**config.mk**
```make
export PLATFORM = sky130hd
export DESIGN_NAME = fifo_reader
export DESIGN_NICKNAME = d
export VERILOG_FILES = /design/src/rtl/fifo_reader_pkg.sv /design/src/rtl/fifo_reader_skid.sv /design/src/rtl/fifo_reader.sv
export SDC_FILE = /design/constraint.sdc
export NUM_CORES = 1
export LEC_CHECK = 0
export ABC_AREA = 1
export ABC_CLOCK_PERIOD_IN_PS = 3800
export CAP_MARGIN = 20
export CORE_MARGIN = 2
export CORE_UTILIZATION = 35
export CTS_CLUSTER_SIZE = 40
export DETAILED_ROUTE_END_ITERATION = 7
export PLACE_DENSITY = 0.63
export SYNTH_ARGS = -nofsm -noshare
export SYNTH_HDL_FRONTEND = slang
export SYNTH_SLANG_ARGS = --single-unit
export TNS_END_PERCENT = 5
```
**constraint.sdc**
```tcl
create_clock -name clock -period 3.8 [get_ports clock]
set_input_delay 0.38 -clock clock [delete_from_list [all_inputs] [get_ports clock]]
set_output_delay 0.38 -clock clock [all_outputs]
set_load 0.02 [all_outputs]
```
**src/rtl/fifo_reader_pkg.sv**
```systemverilog
// Shared types and constants for the fifo_reader block.
package fifo_reader_pkg;

    typedef enum logic [1:0] {
        IDLE  = 2'd0,
        FETCH = 2'd1,
        HOLD  = 2'd2
    } state_t;

    // Occupancy and credit counters hold 0..SKID, SKID is at most 4.
    localparam int CNT_W         = 3;
    localparam int PTR_W         = 2;
    localparam int WORDS_OUT_W   = 32;
    localparam int EMPTY_READS_W = 16;

endpackage

```
**src/rtl/fifo_reader_skid.sv**
```systemverilog
// Circular output buffer for fifo_reader: SKID entries, order preserving.
module fifo_reader_skid
    import fifo_reader_pkg::*;
#(
    parameter int WIDTH = 32,
    parameter int SKID  = 2
) (
    input  logic             clock,
    input  logic             reset,
    input  logic             push,
    input  logic [WIDTH-1:0] push_data,
    input  logic             pop,
    output logic             out_valid,
    output logic [WIDTH-1:0] out_data,
    output logic [CNT_W-1:0] occupancy
);

    localparam logic [PTR_W-1:0] LAST_PTR = PTR_W'(SKID - 1);
    localparam logic [CNT_W-1:0] FULL_CNT = CNT_W'(SKID);

    logic [WIDTH-1:0] mem_r [4];
    logic [PTR_W-1:0] wr_ptr_r;
    logic [PTR_W-1:0] rd_ptr_r;
    logic [CNT_W-1:0] occ_r;
    logic             push_ok_s;
    logic             pop_ok_s;

    function automatic logic [PTR_W-1:0] ptr_next(input logic [PTR_W-1:0] ptr);
        return (ptr == LAST_PTR) ? {PTR_W{1'b0}} : ptr + PTR_W'(1);
    endfunction

    // Qualify push/pop and present the head word (zero while empty).
    always_comb begin
        pop_ok_s  = pop && (occ_r != {CNT_W{1'b0}});
        push_ok_s = push && ((occ_r != FULL_CNT) || pop_ok_s);
        out_valid = (occ_r != {CNT_W{1'b0}});
        occupancy = occ_r;
        if (out_valid) begin
            out_data = mem_r[rd_ptr_r];
        end else begin
            out_data = {WIDTH{1'b0}};
        end
    end

    // Pointer and occupancy registers.
    always_ff @(posedge clock or negedge reset) begin
        if (!reset) begin
            wr_ptr_r <= {PTR_W{1'b0}};
            rd_ptr_r <= {PTR_W{1'b0}};
            occ_r    <= {CNT_W{1'b0}};
        end else begin
            if (push_ok_s) begin
                wr_ptr_r <= ptr_next(wr_ptr_r);
            end
            if (pop_ok_s) begin
                rd_ptr_r <= ptr_next(rd_ptr_r);
            end
            case ({push_ok_s, pop_ok_s})
                2'b10:   occ_r <= occ_r + CNT_W'(1);
                2'b01:   occ_r <= occ_r - CNT_W'(1);
                default: occ_r <= occ_r;
            endcase
        end
    end

    // Storage has no reset; out_data is masked whenever the ring is empty.
    always_ff @(posedge clock) begin
        if (push_ok_s) begin
            mem_r[wr_ptr_r] <= push_data;
        end
    end

endmodule

```
**src/rtl/fifo_reader.sv**
```systemverilog
// Credit-based FIFO drain into a skid buffer. Optional FIFO_READER_STATS_EN
// adds saturating words_out / empty_reads counters.
module fifo_reader
    import fifo_reader_pkg::*;
#(
    parameter int WIDTH = 32,
    parameter int SKID  = 2
) (
    input  logic             clock,
    input  logic             reset,
    input  logic             enable,
    output logic             rd_en,
    input  logic [WIDTH-1:0] rd_data,
    input  logic             rd_valid,
    output logic             out_valid,
    output logic [WIDTH-1:0] out_data,
    input  logic             out_ready,
    output logic             busy
`ifdef FIFO_READER_STATS_EN
    ,
    output logic [WORDS_OUT_W-1:0]   words_out,
    output logic [EMPTY_READS_W-1:0] empty_reads
`endif
);

    localparam logic [CNT_W-1:0] SKID_CNT = CNT_W'(SKID);

    state_t           state_r;
    state_t           state_nxt_s;
    logic             inflight_r;
    logic             pop_s;
    logic             push_s;
    logic [CNT_W-1:0] occ_s;
    logic [CNT_W-1:0] credits_s;

    fifo_reader_skid #(
        .WIDTH (WIDTH),
        .SKID  (SKID)
    ) u_skid (
        .clock     (clock),
        .reset     (reset),
        .push      (push_s),
        .push_data (rd_data),
        .pop       (pop_s),
        .out_valid (out_valid),
        .out_data  (out_data),
        .occupancy (occ_s)
    );

    // Handshakes and credits; a pop this cycle returns its slot immediately.
    always_comb begin
        pop_s     = out_valid && out_ready;
        push_s    = rd_valid && inflight_r;
        credits_s = SKID_CNT - occ_s - {{(CNT_W-1){1'b0}}, inflight_r}
                    + {{(CNT_W-1){1'b0}}, pop_s};
        busy      = (occ_s != {CNT_W{1'b0}}) || inflight_r;
    end

    // Next state and read request.
    always_comb begin
        state_nxt_s = state_r;
        rd_en       = 1'b0;
        case (state_r)
            IDLE: begin
                if (enable) begin
                    state_nxt_s = FETCH;
                end else begin
                    state_nxt_s = IDLE;
                end
            end
            FETCH: begin
                rd_en = (credits_s != {CNT_W{1'b0}});
                if (!enable) begin
                    state_nxt_s = IDLE;
                end else if (credits_s == {CNT_W{1'b0}}) begin
                    state_nxt_s = HOLD;
                end else begin
                    state_nxt_s = FETCH;
                end
            end
            HOLD: begin
                if (!enable) begin
                    state_nxt_s = IDLE;
                end else if (credits_s != {CNT_W{1'b0}}) begin
                    state_nxt_s = FETCH;
                end else begin
                    state_nxt_s = HOLD;
                end
            end
            default: begin
                state_nxt_s = IDLE;
            end
        endcase
    end

    // State and in-flight tracking.
    always_ff @(posedge clock or negedge reset) begin
        if (!reset) begin
            state_r    <= IDLE;
            inflight_r <= 1'b0;
        end else begin
            state_r    <= state_nxt_s;
            inflight_r <= rd_en;
        end
    end

`ifdef FIFO_READER_STATS_EN
    logic [WORDS_OUT_W-1:0]   words_out_r;
    logic [EMPTY_READS_W-1:0] empty_reads_r;
    logic                     empty_read_s;

    assign empty_read_s = inflight_r && !rd_valid;
    assign words_out    = words_out_r;
    assign empty_reads  = empty_reads_r;

    // Saturating statistics counters.
    always_ff @(posedge clock or negedge reset) begin
        if (!reset) begin
            words_out_r   <= {WORDS_OUT_W{1'b0}};
            empty_reads_r <= {EMPTY_READS_W{1'b0}};
        end else begin
            if (pop_s && (words_out_r != {WORDS_OUT_W{1'b1}})) begin
                words_out_r <= words_out_r + WORDS_OUT_W'(1);
            end
            if (empty_read_s && (empty_reads_r != {EMPTY_READS_W{1'b1}})) begin
                empty_reads_r <= empty_reads_r + EMPTY_READS_W'(1);
            end
        end
    end
`endif

endmodule
```
; ---- Word-level counts from Yosys, hierarchy flattened
; Memories as Yosys holds them, arrays and structs flattened.
; Cells that the tools add are included.
[totals]
reg_bits = 10
ram_bits = 128
output_inout_bits = 35
elab_cells = 44
memories = 1
[op_classes]
addsub = 7
eq_ne = 7
n_mux = 13
n_reduce_logical = 11
[memory_table]
columns = memory, depth, width, read_ports, rd_clocked_by_memory_dff, write_ports, line
row1 = u_skid.mem_r, 4, 32, 1, 0, 1, fifo_reader_skid.sv:21  ; logic [WIDTH-1:0] mem_r [4];
[op_table]
columns = operator, count
row1 = $mux 32, 1
row2 = $mux 2, 6
row3 = $eq 2x1->1 const B, 4
row4 = $pmux 2 s3, 1
row5 = $pmux 3 s2, 1
row6 = $reduce_bool 3->1, 2
row7 = $add 2x1->2 const B, 2
row8 = $eq 2x2->1 const B, 2
row9 = $logic_and 1x1->1, 4
row10 = $mux 1, 4
row11 = $add 3x1->3, 1
row12 = $add 3x1->3 const B, 1
row13 = $logic_not 3->1, 1
row14 = $ne 3x2->1 const B, 1
row15 = $sub 2x3->3 const A, 1
row16 = $sub 3x1->3, 1
row17 = $sub 3x1->3 const B, 1
row18 = $logic_not 2->1, 1
row19 = $logic_or 1x1->1, 2
row20 = $reduce_bool 2->1, 1

; ---- Logic depth before layout (Yosys ltp)
; Gate-level depths: netlist of run 1.
[depth]
depth_word = 7
mapped_depth = 13
depth_no_buf = 13

; ---- Hierarchy
; Synthesis of run 1 repeated with hierarchy kept, for this count alone.
[hier_totals]
hier_cells = 458
hier_area_um2 = 5590.4
[modules_own_cells]
columns = mod, n_inst, cells_per_inst, area_per_inst_um2, seq_area_each_um2
row1 = fifo_reader_skid, 1, 426, 5345.1, 4018.9
row2 = fifo_reader, 1, 32, 245.2, 75.1

; ---- Least setup slack after synthesis of run 1
; No wires, ideal clock.
[synth_path]
path_type = flip-flop to flip-flop
from = reg u_skid.occ_r[0] (netlist: u_skid.occupancy[0])
to = mem u_skid.mem_r[1][0] (enable)
setup_ns = 0.461
t_arrival_ns = 2.973
required_ns = 3.339
setup_slack_ns = 0.365
stages_incl_launch_ff = 5
path_buffers = 0
cell_sequence = dfrtp_1 -> inv_1 -> nand3_1 -> nand2_1 -> nor3_1
[synth_between]
elab_chain_len = 7
elab_cells_between_ends = 8
[synth_rtl]
columns = element, line
row1 = "start, declared", fifo_reader_skid.sv:24  ; logic [CNT_W-1:0] occ_r;
row2 = "start signal, assigned", fifo_reader_skid.sv:50  ; occ_r <= {CNT_W{1'b0}};
row3 = "start signal, assigned", fifo_reader_skid.sv:59  ; 2'b10: occ_r <= occ_r + CNT_W'(1);
row4 = "start signal, assigned", fifo_reader_skid.sv:60  ; 2'b01: occ_r <= occ_r - CNT_W'(1);
row5 = $reduce_bool 3->1, "fifo_reader_skid.sv:34, fifo_reader_skid.sv:36"
row6 = $logic_and 1x1->1, fifo_reader.sv:52  ; pop_s = out_valid && out_ready;
row7 = $logic_and 1x1->1, fifo_reader_skid.sv:34  ; pop_ok_s = pop && (occ_r != {CNT_W{1'b0}});
row8 = $logic_or 1x1->1 (*), fifo_reader_skid.sv:35  ; push_ok_s = push && ((occ_r != FULL_CNT) || pop_ok_s);
row9 = $logic_and 1x1->1 (*), fifo_reader_skid.sv:35
row10 = $mux 1 (*), fifo_reader_skid.sv:68  ; if (push_ok_s) begin
row11 = $mux 1 (implied by the code) (*), fifo_reader_skid.sv:69  ; mem_r[wr_ptr_r] <= push_data;
row12 = "end, declared", fifo_reader_skid.sv:21
; Mark *: on every way between the ends. The rest lies on a longest branch, timed or not.

; ---- Final worst setup path of run 1
[layout_path]
from = reg u_skid.occ_r[1] (netlist: u_skid.occupancy[1])
to = out rd_en
[layout_between]
elab_chain_len = 5
elab_cells_between_ends = 7
[layout_rtl]
columns = element, line
row1 = $sub 2x3->3 / $reduce_bool 3->1 (equally long branches), "fifo_reader.sv:54, fifo_reader_skid.sv:36"
row2 = $sub 3x1->3 / $logic_and 1x1->1 (equally long branches), "fifo_reader.sv:54, fifo_reader.sv:52"
row3 = $add 3x1->3 (*), fifo_reader.sv:55  ; + {{(CNT_W-1){1'b0}}, pop_s};
row4 = $reduce_bool 3->1 (*), fifo_reader.sv:72  ; rd_en = (credits_s != {CNT_W{1'b0}});
row5 = $mux 1 (*), fifo_reader.sv:63  ; case (state_r)
row6 = "end, declared", fifo_reader.sv:12  ; output logic rd_en,
; Marks and branches as above.

==> results of run 1 <==
-- per-stage QoR --
stage	power [mW]	worst slack, ps
2_1_floorplan	3.094	365.4
3_3_place_gp	3.848	895.7
3_5_place_dp	3.882	846.3
4_1_cts	5.450	522.9
5_1_grt	5.667	363.9
6_report	5.384	568.0
-- cells by family after synthesis --
group	after synthesis	synth area share [%]
DFF	138	74.16
and+or+nand+nor	158	11.17
buffers and inverters	40	3.830
xor gates and xnor gates	3	0.4761
adders and majority gates	4	1.179
AOI/OAI and AO/OA	101	9.179
-- routing by layer --
layer	routed length (um)	GRT usage, %	part of all wire (%)
met1	4976	18.24	43
met3	587	3.509	5.1
met4	143	5.566	1.2
met5	0	0	0
met2	5756	23.74	50
-- registers in the layout, indices dropped and copies added (netlist names) --
signal / flops
u_skid.rd_ptr_r: 2
u_skid.occupancy: 3
state_r: 2
u_skid.mem_r: 128
u_skid.wr_ptr_r: 2
inflight_r: 1
-- worst register-to-register path, stage by stage, from the launching register on --
cell and delay (ps):
sky130_fd_sc_hd__dfrtp_1 450, sky130_fd_sc_hd__inv_1 140, sky130_fd_sc_hd__nand3_1 140, sky130_fd_sc_hd__nand2_1 200
sky130_fd_sc_hd__ha_1 180, sky130_fd_sc_hd__inv_1 70, sky130_fd_sc_hd__fa_1 390, sky130_fd_sc_hd__a21oi_1 140
sky130_fd_sc_hd__o21ai_0 110, sky130_fd_sc_hd__xor2_1 160
-- layout make-up --
cell class	instances	area share, %
flip-flops and latches	138	58.30
multi-input cells	266	17.65
repair buffers	81	11.36
clock buffers	24	6.715
well taps	211	3.758
clock inverters	8	1.354
inverters	16	0.8550
-- worst paths after layout --
kind                                          start             endpoint  slack [ps]  depth (start not counted)
worst max-delay path            u_skid.occupancy[1]                rd_en         570                         13
worst min-delay path                          reset           state_r[1]         300                          1
worst max register to register  u_skid.occupancy[0]  u_skid.occupancy[2]        1700                          9
worst min register to register   u_skid.wr_ptr_r[0]   u_skid.wr_ptr_r[1]         500                          1
max in group asynchronous                     reset   u_skid.rd_ptr_r[0]        3150                          1
min in group clock               u_skid.wr_ptr_r[0]   u_skid.wr_ptr_r[1]         500                          1
-- power by group --
group          internal [mW]  leakage [nW]  switching [mW]
sequential              1.86          1.28          0.0720
combinational          0.756         0.848            1.15
clock                  0.995         0.274           0.555
-- placed cells by master, fill, tap and decap left out --
master                              n
sky130_fd_sc_hd__clkdlybuf4s50_1   71
sky130_fd_sc_hd__buf_12             1
sky130_fd_sc_hd__ha_1               2
sky130_fd_sc_hd__xor2_1             2
sky130_fd_sc_hd__nor2_1           133
sky130_fd_sc_hd__nor2_4             3
sky130_fd_sc_hd__dfrtp_2            1
sky130_fd_sc_hd__nor3_2             2
sky130_fd_sc_hd__inv_1             13
sky130_fd_sc_hd__nand2_1           11
sky130_fd_sc_hd__or2_2              1
sky130_fd_sc_hd__a21oi_1           34
sky130_fd_sc_hd__buf_4              9
sky130_fd_sc_hd__inv_2              3
sky130_fd_sc_hd__a31oi_1            1
sky130_fd_sc_hd__bufinv_16          2
sky130_fd_sc_hd__o21ai_1           28
sky130_fd_sc_hd__edfxtp_1         128
sky130_fd_sc_hd__nand2_2            1
sky130_fd_sc_hd__clkinv_2           4
sky130_fd_sc_hd__clkbuf_8           2
sky130_fd_sc_hd__nand3_1            6
sky130_fd_sc_hd__dfrtp_1            9
sky130_fd_sc_hd__clkbuf_1           5
sky130_fd_sc_hd__clkbuf_16         17
sky130_fd_sc_hd__xnor2_1            1
sky130_fd_sc_hd__fa_1               2
sky130_fd_sc_hd__o21ai_0           38
sky130_fd_sc_hd__nor3_1             1
sky130_fd_sc_hd__clkinvlp_4         2
==> out/qor_table.md, run 1 <==
| Stage | Metric | Reported |
|---|---|---|
| status | Status | completed |
| grt | Aggregate global routing overflow | 0 |
| yosys | Seq/Total Area, Yosys | 74.16% |
| yosys | Cells after synthesis | 444 |
| route | Routed WL per cell | 15.41 um |
| clock tree | Max clock buf depth | 2 |
| cells and area | Footprint of the flip-flops and latches | 4095 um^2 |
| route | Count of unresolved DRC violations after routing | 0 |
| place | Post-placement cell count | 712 |
| setup path | Cell family with most CP delay | buffers and inverters |
| clock tree | Skew-Pair Late Insertion Delay | 410 ps |
| setup path | Category of the critical setup timing path | reg -> out |
| cells and area | Count of fill cells added during filler insertion | 1388 |
| sta | Worst slack on hold paths | 299.5 ps |
| power and ir drop | Peak supply drop | 0.2807 mV |
| cells and area | Antenna diode count | 0 |
| place | Weighted congestion reported at the end of routability-driven placement | 0.7642 |
| sta | Max frequency | 309.4 MHz |
| grt | Wire length of the first global-routing pass | 17910 um |
| clock tree | TritonCTS clock tree | built |
| sta | Hold Fails Final Rpt | 0 |
| clock tree | Cell chosen for the clock root | sky130_fd_sc_hd__clkbuf_16 |
| cells and area | Count of nets after finishing | 561 |
| yosys | Number of flops mapped to enable cells by yosys | 128 |
| route | Count of routing violations after the opening detailed-route iteration | 342 |
| yosys | Share of flip-flops with an asynchronous set or reset | 7.246% |
| sta | Worst-case clock skew | 6.276 ps |
| grt | Total Routing Usage GR | 14.34% |
| clock tree | Post-CTS setup buffer count | 0 |
| grt | Maximum number of pins on one net before global-route repair | 66 |
| place | Placed Area | 6457 um^2 |
| yosys | Biggest area consumer among synthesized cells | sky130_fd_sc_hd__edfxtp_1 |
| place | Sum of net half-perimeters after detailed placement | 6649 um |
| yosys | Synthesis Warnings | 0 |
| route | Routed Wire Length | 11460 um |
| yosys | Number of library cell types mapped by synthesis | 24 |
| cells and area | Final core utilization | 45.87% |
| grt | Initial antenna violation count | 0 |
| yosys | Net count after synthesis | 485 |
| job | Max Cap Violations | 0 |
| setup path | Startpoint type of the worst setup path | flop |
| yosys | Fraction of post-synthesis cell area in the top cell type by area | 69.63% |
| yosys | Most frequent cell after synthesis | sky130_fd_sc_hd__nor2_1 |
| sta | Setup TNS | 0 ps |
| clock tree | Hold-fix buffers, CTS | 0 |
| yosys | Top cell types by occurrence after synthesis | sky130_fd_sc_hd__nor2_1, sky130_fd_sc_hd__edfxtp_1, sky130_fd_sc_hd__o21ai_0 |
| route | TritonRoute pass-1 iters | 4 |
| clock tree | PostCTS Resize Cnt | 0 |
| floorplanning | I/O Pins | 72 |
| place | Number of buffers added on ports | 71 |
| floorplanning | Die area | 16790 um^2 |
| sta | Worst-margin pin slew | 743.6 ps |
| sta | Period minus WS final | 3232 ps |
| setup path | Slowest library cell on the worst path | sky130_fd_sc_hd__clkdlybuf4s50_1 |
| setup path | Biggest fanout along the worst timing path | 6 |
| yosys | Synth Cell Area | 5520 um^2 |
| clock tree | Number of clock sinks | 138 |
| floorplanning | Standard-cell row count | 45 |
| yosys | Cell types with the largest area share after synthesis | sky130_fd_sc_hd__edfxtp_1, sky130_fd_sc_hd__nor2_1, sky130_fd_sc_hd__dfrtp_1 |
| cells and area | Post-layout instance area | 7024 um^2 |
| floorplanning | Initial core utilization | 36.05% |
| setup path | Number of buffer and inverter instances along the worst setup path | 5 |
| yosys | Number of register bits inferred by synthesis | 138 |
| setup path | Worst path arrival time | 2850 ps |
| hold path | Path category of the worst min-delay check | in -> async |
| floorplanning | Die width | 129.6 um |
| setup path | Delay of the slowest cell on the worst path | 530 ps |
| setup path | Cell repeated most along the worst path | sky130_fd_sc_hd__inv_1 |
| cells and area | Layout overhead on the synthesized area | 27.24% |
| yosys | Post-synthesis average cell area | 12.43 um^2 |
| clock tree | Number of levels in the clock H-tree | 4 |
| sta | Setup repair after global routing missed its margin | no |
| floorplanning | Die outline height | 129.6 um |
| yosys | Top FF cell, synth | sky130_fd_sc_hd__edfxtp_1 |
| floorplanning | Core Area | 15310 um^2 |
| clock tree | Worst-path clk slew | 50 ps |
| sta | Max_slew headroom | 50.15% |
| route | Vias | 3510 |
| route | Number of nets with antenna violations after routing | 0 |
| power and ir drop | Leakage power | 2.405 nW |
| cells and area | Proportion of layout cells with a drive suffix above 1 | 9.006% |
| cells and area | Multi-input gate area | 1240 um^2 |
| sta | Final setup vio count | 0 |
| power and ir drop | Pwr per Cell Area | 766.5 nW/um^2 |
| route | Via density per instance | 4.718 |
| setup path | Cells along the critical path | inv_1, nand2_1, nor2_4, inv_2, nand2_2, fa_1, inv_1, ha_1, nor2_1, nand3_1, nand3_1, inv_1, clkdlybuf4s50_1 |
| setup path | Category of the worst setup path capture point | primary output |
| grt | Number of global-route vias before repair | 3528 |
| sta | Share of the clock period used by the worst path after layout | 85.05% |
| setup path | Crit path required time | 3420 ps |
| sta | Fin. max-slew vios | 0 |
| cells and area | Post-route insts no fill | 744 |
| clock tree | Number of buffers added by the clock tree synthesis step | 17 |
Power figures use the tool's default switching activity.
==> run 2: changes to the inputs <==
--- a/config.mk
+++ b/config.mk
@@ -12,7 +12,6 @@
 export CORE_UTILIZATION = 35
 export CTS_CLUSTER_SIZE = 40
 export DETAILED_ROUTE_END_ITERATION = 7
-export PLACE_DENSITY = 0.63
 export SYNTH_ARGS = -nofsm -noshare
 export SYNTH_HDL_FRONTEND = slang
 export SYNTH_SLANG_ARGS = --single-unit
==> constraint.sdc (replaced) <==
create_clock -name clock -period 3.8 [get_ports clock]
set_input_delay 0.57 -clock clock [delete_from_list [all_inputs] [get_ports clock]]
set_output_delay 0.57 -clock clock [all_outputs]
set_load 0.02 [all_outputs]
==> run 2 against run 1 <==
  * Clock power is 15% higher
  * Wire length fell by 0.47%
  * Power up 4.3%
  * Maximum frequency is 5.2% lower
  * First-iteration DRC count decreased by 35%
  * Final cell count up 0.54%
  * Utilization rose by 0.74 points
  * Sequential share of layout area shrank 0.92 points
  * Setup slack got worse by 180 ps
  * Sequential power rose by 3%
  * Via count fell by 0.77%
  * Critical path type unchanged
==> out/qor_table.md, run 2 (synthesized netlist as in run 1, its figures left out) <==
| Stage | Metric | Reported | Change |
|---|---|---|---|
| status | Status | completed |  |
| clock tree | Number of levels in the clock H-tree | 4 | unchanged |
| place | Number of buffers added on ports | 71 | unchanged |
| route | Count of unresolved DRC violations after routing | 0 | unchanged |
| place | Post-placement cell count | 716 | +0.56% |
| power and ir drop | Peak supply drop | 0.3264 mV | +16% |
| setup path | Startpoint type of the worst setup path | flop |  |
| cells and area | Antenna diode count | 0 | unchanged |
| clock tree | TritonCTS clock tree | built |  |
| place | Weighted congestion reported at the end of routability-driven placement | 0.7851 | +2.7% |
| cells and area | Post-route insts no fill | 748 | +0.54% |
| setup path | Worst path arrival time | 2840 ps | about the same |
| grt | Maximum number of pins on one net before global-route repair | 35 | -47% |
| grt | Initial antenna violation count | 0 | unchanged |
| clock tree | Hold-fix buffers, CTS | 0 | unchanged |
| power and ir drop | Leakage power | 2.454 nW | +2.0% |
| cells and area | Count of nets after finishing | 565 | +0.71% |
| cells and area | Commonest cells after routing, fill and taps aside | sky130_fd_sc_hd__nor2_1, sky130_fd_sc_hd__edfxtp_1, sky130_fd_sc_hd__clkdlybuf4s50_1 |  |
| setup path | Setup slack of the most critical reg-to-reg path | 1730 ps | +30 ps |
| clock tree | Max clock buf depth | 2 | unchanged |
| sta | Setup TNS | 0 ps | unchanged |
| setup path | R2R Path Start | u_skid.occupancy[0] |  |
| sta | Setup repair after global routing missed its margin | no |  |
| cells and area | Number of flip-flops under the largest register name | 128 | unchanged |
| grt | Number of global-route vias before repair | 3378 | -4.3% |
| sta | Max frequency | 293.2 MHz | -5.2% |
| clock tree | Number of clock sinks | 138 | unchanged |
| route | Routed Wire Length | 11410 um | -0.47% |
| place | Placed Area | 6487 um^2 | +0.47% |
| clock tree | Number of buffers added by the clock tree synthesis step | 17 | unchanged |
| power and ir drop | Pwr per Cell Area | 787.2 nW/um^2 | +2.7% |
| floorplanning | I/O Pins | 72 | unchanged |
| floorplanning | Die outline height | 129.6 um | unchanged |
| hold path | Path category of the worst min-delay check | in -> async |  |
| clock tree | Post-CTS setup buffer count | 0 | unchanged |
| setup path | Category of the worst setup path capture point | primary output |  |
| sta | Max_slew headroom | 47.45% | -2.7 points |
| setup path | Biggest fanout along the worst timing path | 6 | unchanged |
| sta | Worst-margin pin slew | 787.3 ps | +43.69 ps |
| place | Sum of net half-perimeters after detailed placement | 6740 um | +1.4% |
| route | Vias | 3483 | -0.77% |
| sta | Share of the clock period used by the worst path after layout | 89.76% | +4.7 points |
| sta | Worst-case clock skew | 5.751 ps | -0.5250 ps |
| route | Routed WL per cell | 15.25 um | -1.0% |
| floorplanning | Die area | 16790 um^2 | unchanged |
| clock tree | PostCTS Resize Cnt | 0 | unchanged |
| grt | Aggregate global routing overflow | 0 | unchanged |
| route | Number of nets with antenna violations after routing | 0 | unchanged |
| setup path | Crit path required time | 3230 ps | -190 ps |
| cells and area | Count of fill cells added during filler insertion | 1379 | -0.65% |
| floorplanning | Initial core utilization | 36.05% | unchanged |
| cells and area | Multi-input gate area | 1240 um^2 | unchanged |
| sta | Period minus WS final | 3411 ps | +178.8 ps |
| sta | Final Worst Setup Slack | 389.1 ps | -178.8 ps |
| route | Count of routing violations after the opening detailed-route iteration | 223 | -35% |
| sta | Final setup vio count | 0 | unchanged |
| cells and area | Most common library cell in the layout ignoring fill and taps | sky130_fd_sc_hd__nor2_1 |  |
| job | Max Cap Violations | 0 | unchanged |
| grt | Total Routing Usage GR | 14.06% | -0.27 points |
| cells and area | Post-layout instance area | 7137 um^2 | +1.6% |
| setup path | First element of the critical path | u_skid.occupancy[1] |  |
| cells and area | Footprint of the flip-flops and latches | 4095 um^2 | unchanged |
| setup path | Category of the critical setup timing path | reg -> out |  |
| cells and area | Layout overhead on the synthesized area | 29.28% |  |
| route | TritonRoute pass-1 iters | 4 | unchanged |
| route | Via density per instance | 4.656 | -1.3% |
| clock tree | Worst-path clk slew | 60 ps | about the same |
| floorplanning | Standard-cell row count | 45 | unchanged |
| clock tree | Skew-Pair Late Insertion Delay | 410 ps | about the same |
| grt | Wire length of the first global-routing pass | 17390 um | -2.9% |
| sta | Hold Fails Final Rpt | 0 | unchanged |
| sta | Fin. max-slew vios | 0 | unchanged |
| floorplanning | Die width | 129.6 um | unchanged |
| floorplanning | Core Area | 15310 um^2 | unchanged |
| clock tree | Cell chosen for the clock root | sky130_fd_sc_hd__clkbuf_16 |  |
| cells and area | Register with the most flip-flops | u_skid.mem_r |  |
| place | Worst setup slack before clock tree synthesis | 530.4 ps | -315.9 ps |
| cells and area | Proportion of layout cells with a drive suffix above 1 | 10.43% | +1.4 points |
## run 2: cell count changes in the layout (fill, tap and decap cells not counted)
cell                         previous run  this run
sky130_fd_sc_hd__clkinv_4               0         2
sky130_fd_sc_hd__buf_4                  9        13
sky130_fd_sc_hd__inv_6                  0         2
sky130_fd_sc_hd__bufinv_16              2         5
sky130_fd_sc_hd__clkinvlp_4             2         4
sky130_fd_sc_hd__clkbuf_8               2         0
sky130_fd_sc_hd__clkinv_2               4         1
sky130_fd_sc_hd__clkbuf_1               5         1
## run 2: path summary, 6_finish.rpt
kind,depth (start not counted),endpoint
hold reg to reg,1,u_skid.wr_ptr_r[1]
setup reg to reg,9,u_skid.occupancy[2]
hold / removal,1,u_skid.occupancy[2]
min in group clock,1,u_skid.wr_ptr_r[1]
setup / recovery,13,rd_en
max in group asynchronous,1,u_skid.rd_ptr_r[0]
## run 2: through the flow
stage	total power, mW	hold slack (ps)	util (%)
2_1_floorplan	3.094	274.4	-
4_1_cts	5.679	492.4	46.60
5_1_grt	5.912	519.5	46.60
3_3_place_gp	3.858	478.8	42.36
3_5_place_dp	3.888	487.8	42.36
6_report	5.618	486.5	46.60
## run 2: final cells by class
type	instances	share of cell area (%)
inverter	16	0.8415
tap	211	3.699
timing repair buffer	85	11.61
clock inverter	14	3.086
clock buffer	18	6.013
multi-input combinational	266	17.37
sequential	138	57.38
## run 2: worst max-delay path, stage by stage (launching register included)
cell and delay [ps]:
sky130_fd_sc_hd__dfrtp_1 430, sky130_fd_sc_hd__inv_1 120, sky130_fd_sc_hd__nand2_1 130, sky130_fd_sc_hd__nor2_4 50
sky130_fd_sc_hd__inv_2 70, sky130_fd_sc_hd__nand2_2 80, sky130_fd_sc_hd__fa_1 360, sky130_fd_sc_hd__inv_1 70
sky130_fd_sc_hd__ha_1 220, sky130_fd_sc_hd__nor2_1 120, sky130_fd_sc_hd__nand3_1 130, sky130_fd_sc_hd__nand3_1 90
sky130_fd_sc_hd__inv_1 50, sky130_fd_sc_hd__clkdlybuf4s50_1 530
## run 2: where the power goes
part,switching [mW],internal [mW]
Clock,0.611,1.17
Sequential,0.126,1.85
Combinational,1.10,0.762
Total,1.84,3.78
## run 2: per-layer routing
metal | part of all wire (%) | vias up | track usage [%] | wire [um]
li1 | - | 1710 | - | -
met1 | 43 | 1676 | 17.29 | 4874
met2 | 51 | 86 | 24.08 | 5867
met3 | 4.5 | 11 | 3.675 | 513
met4 | 1.3 | 0 | 4.870 | 154
met5 | 0 | - | 0 | 0
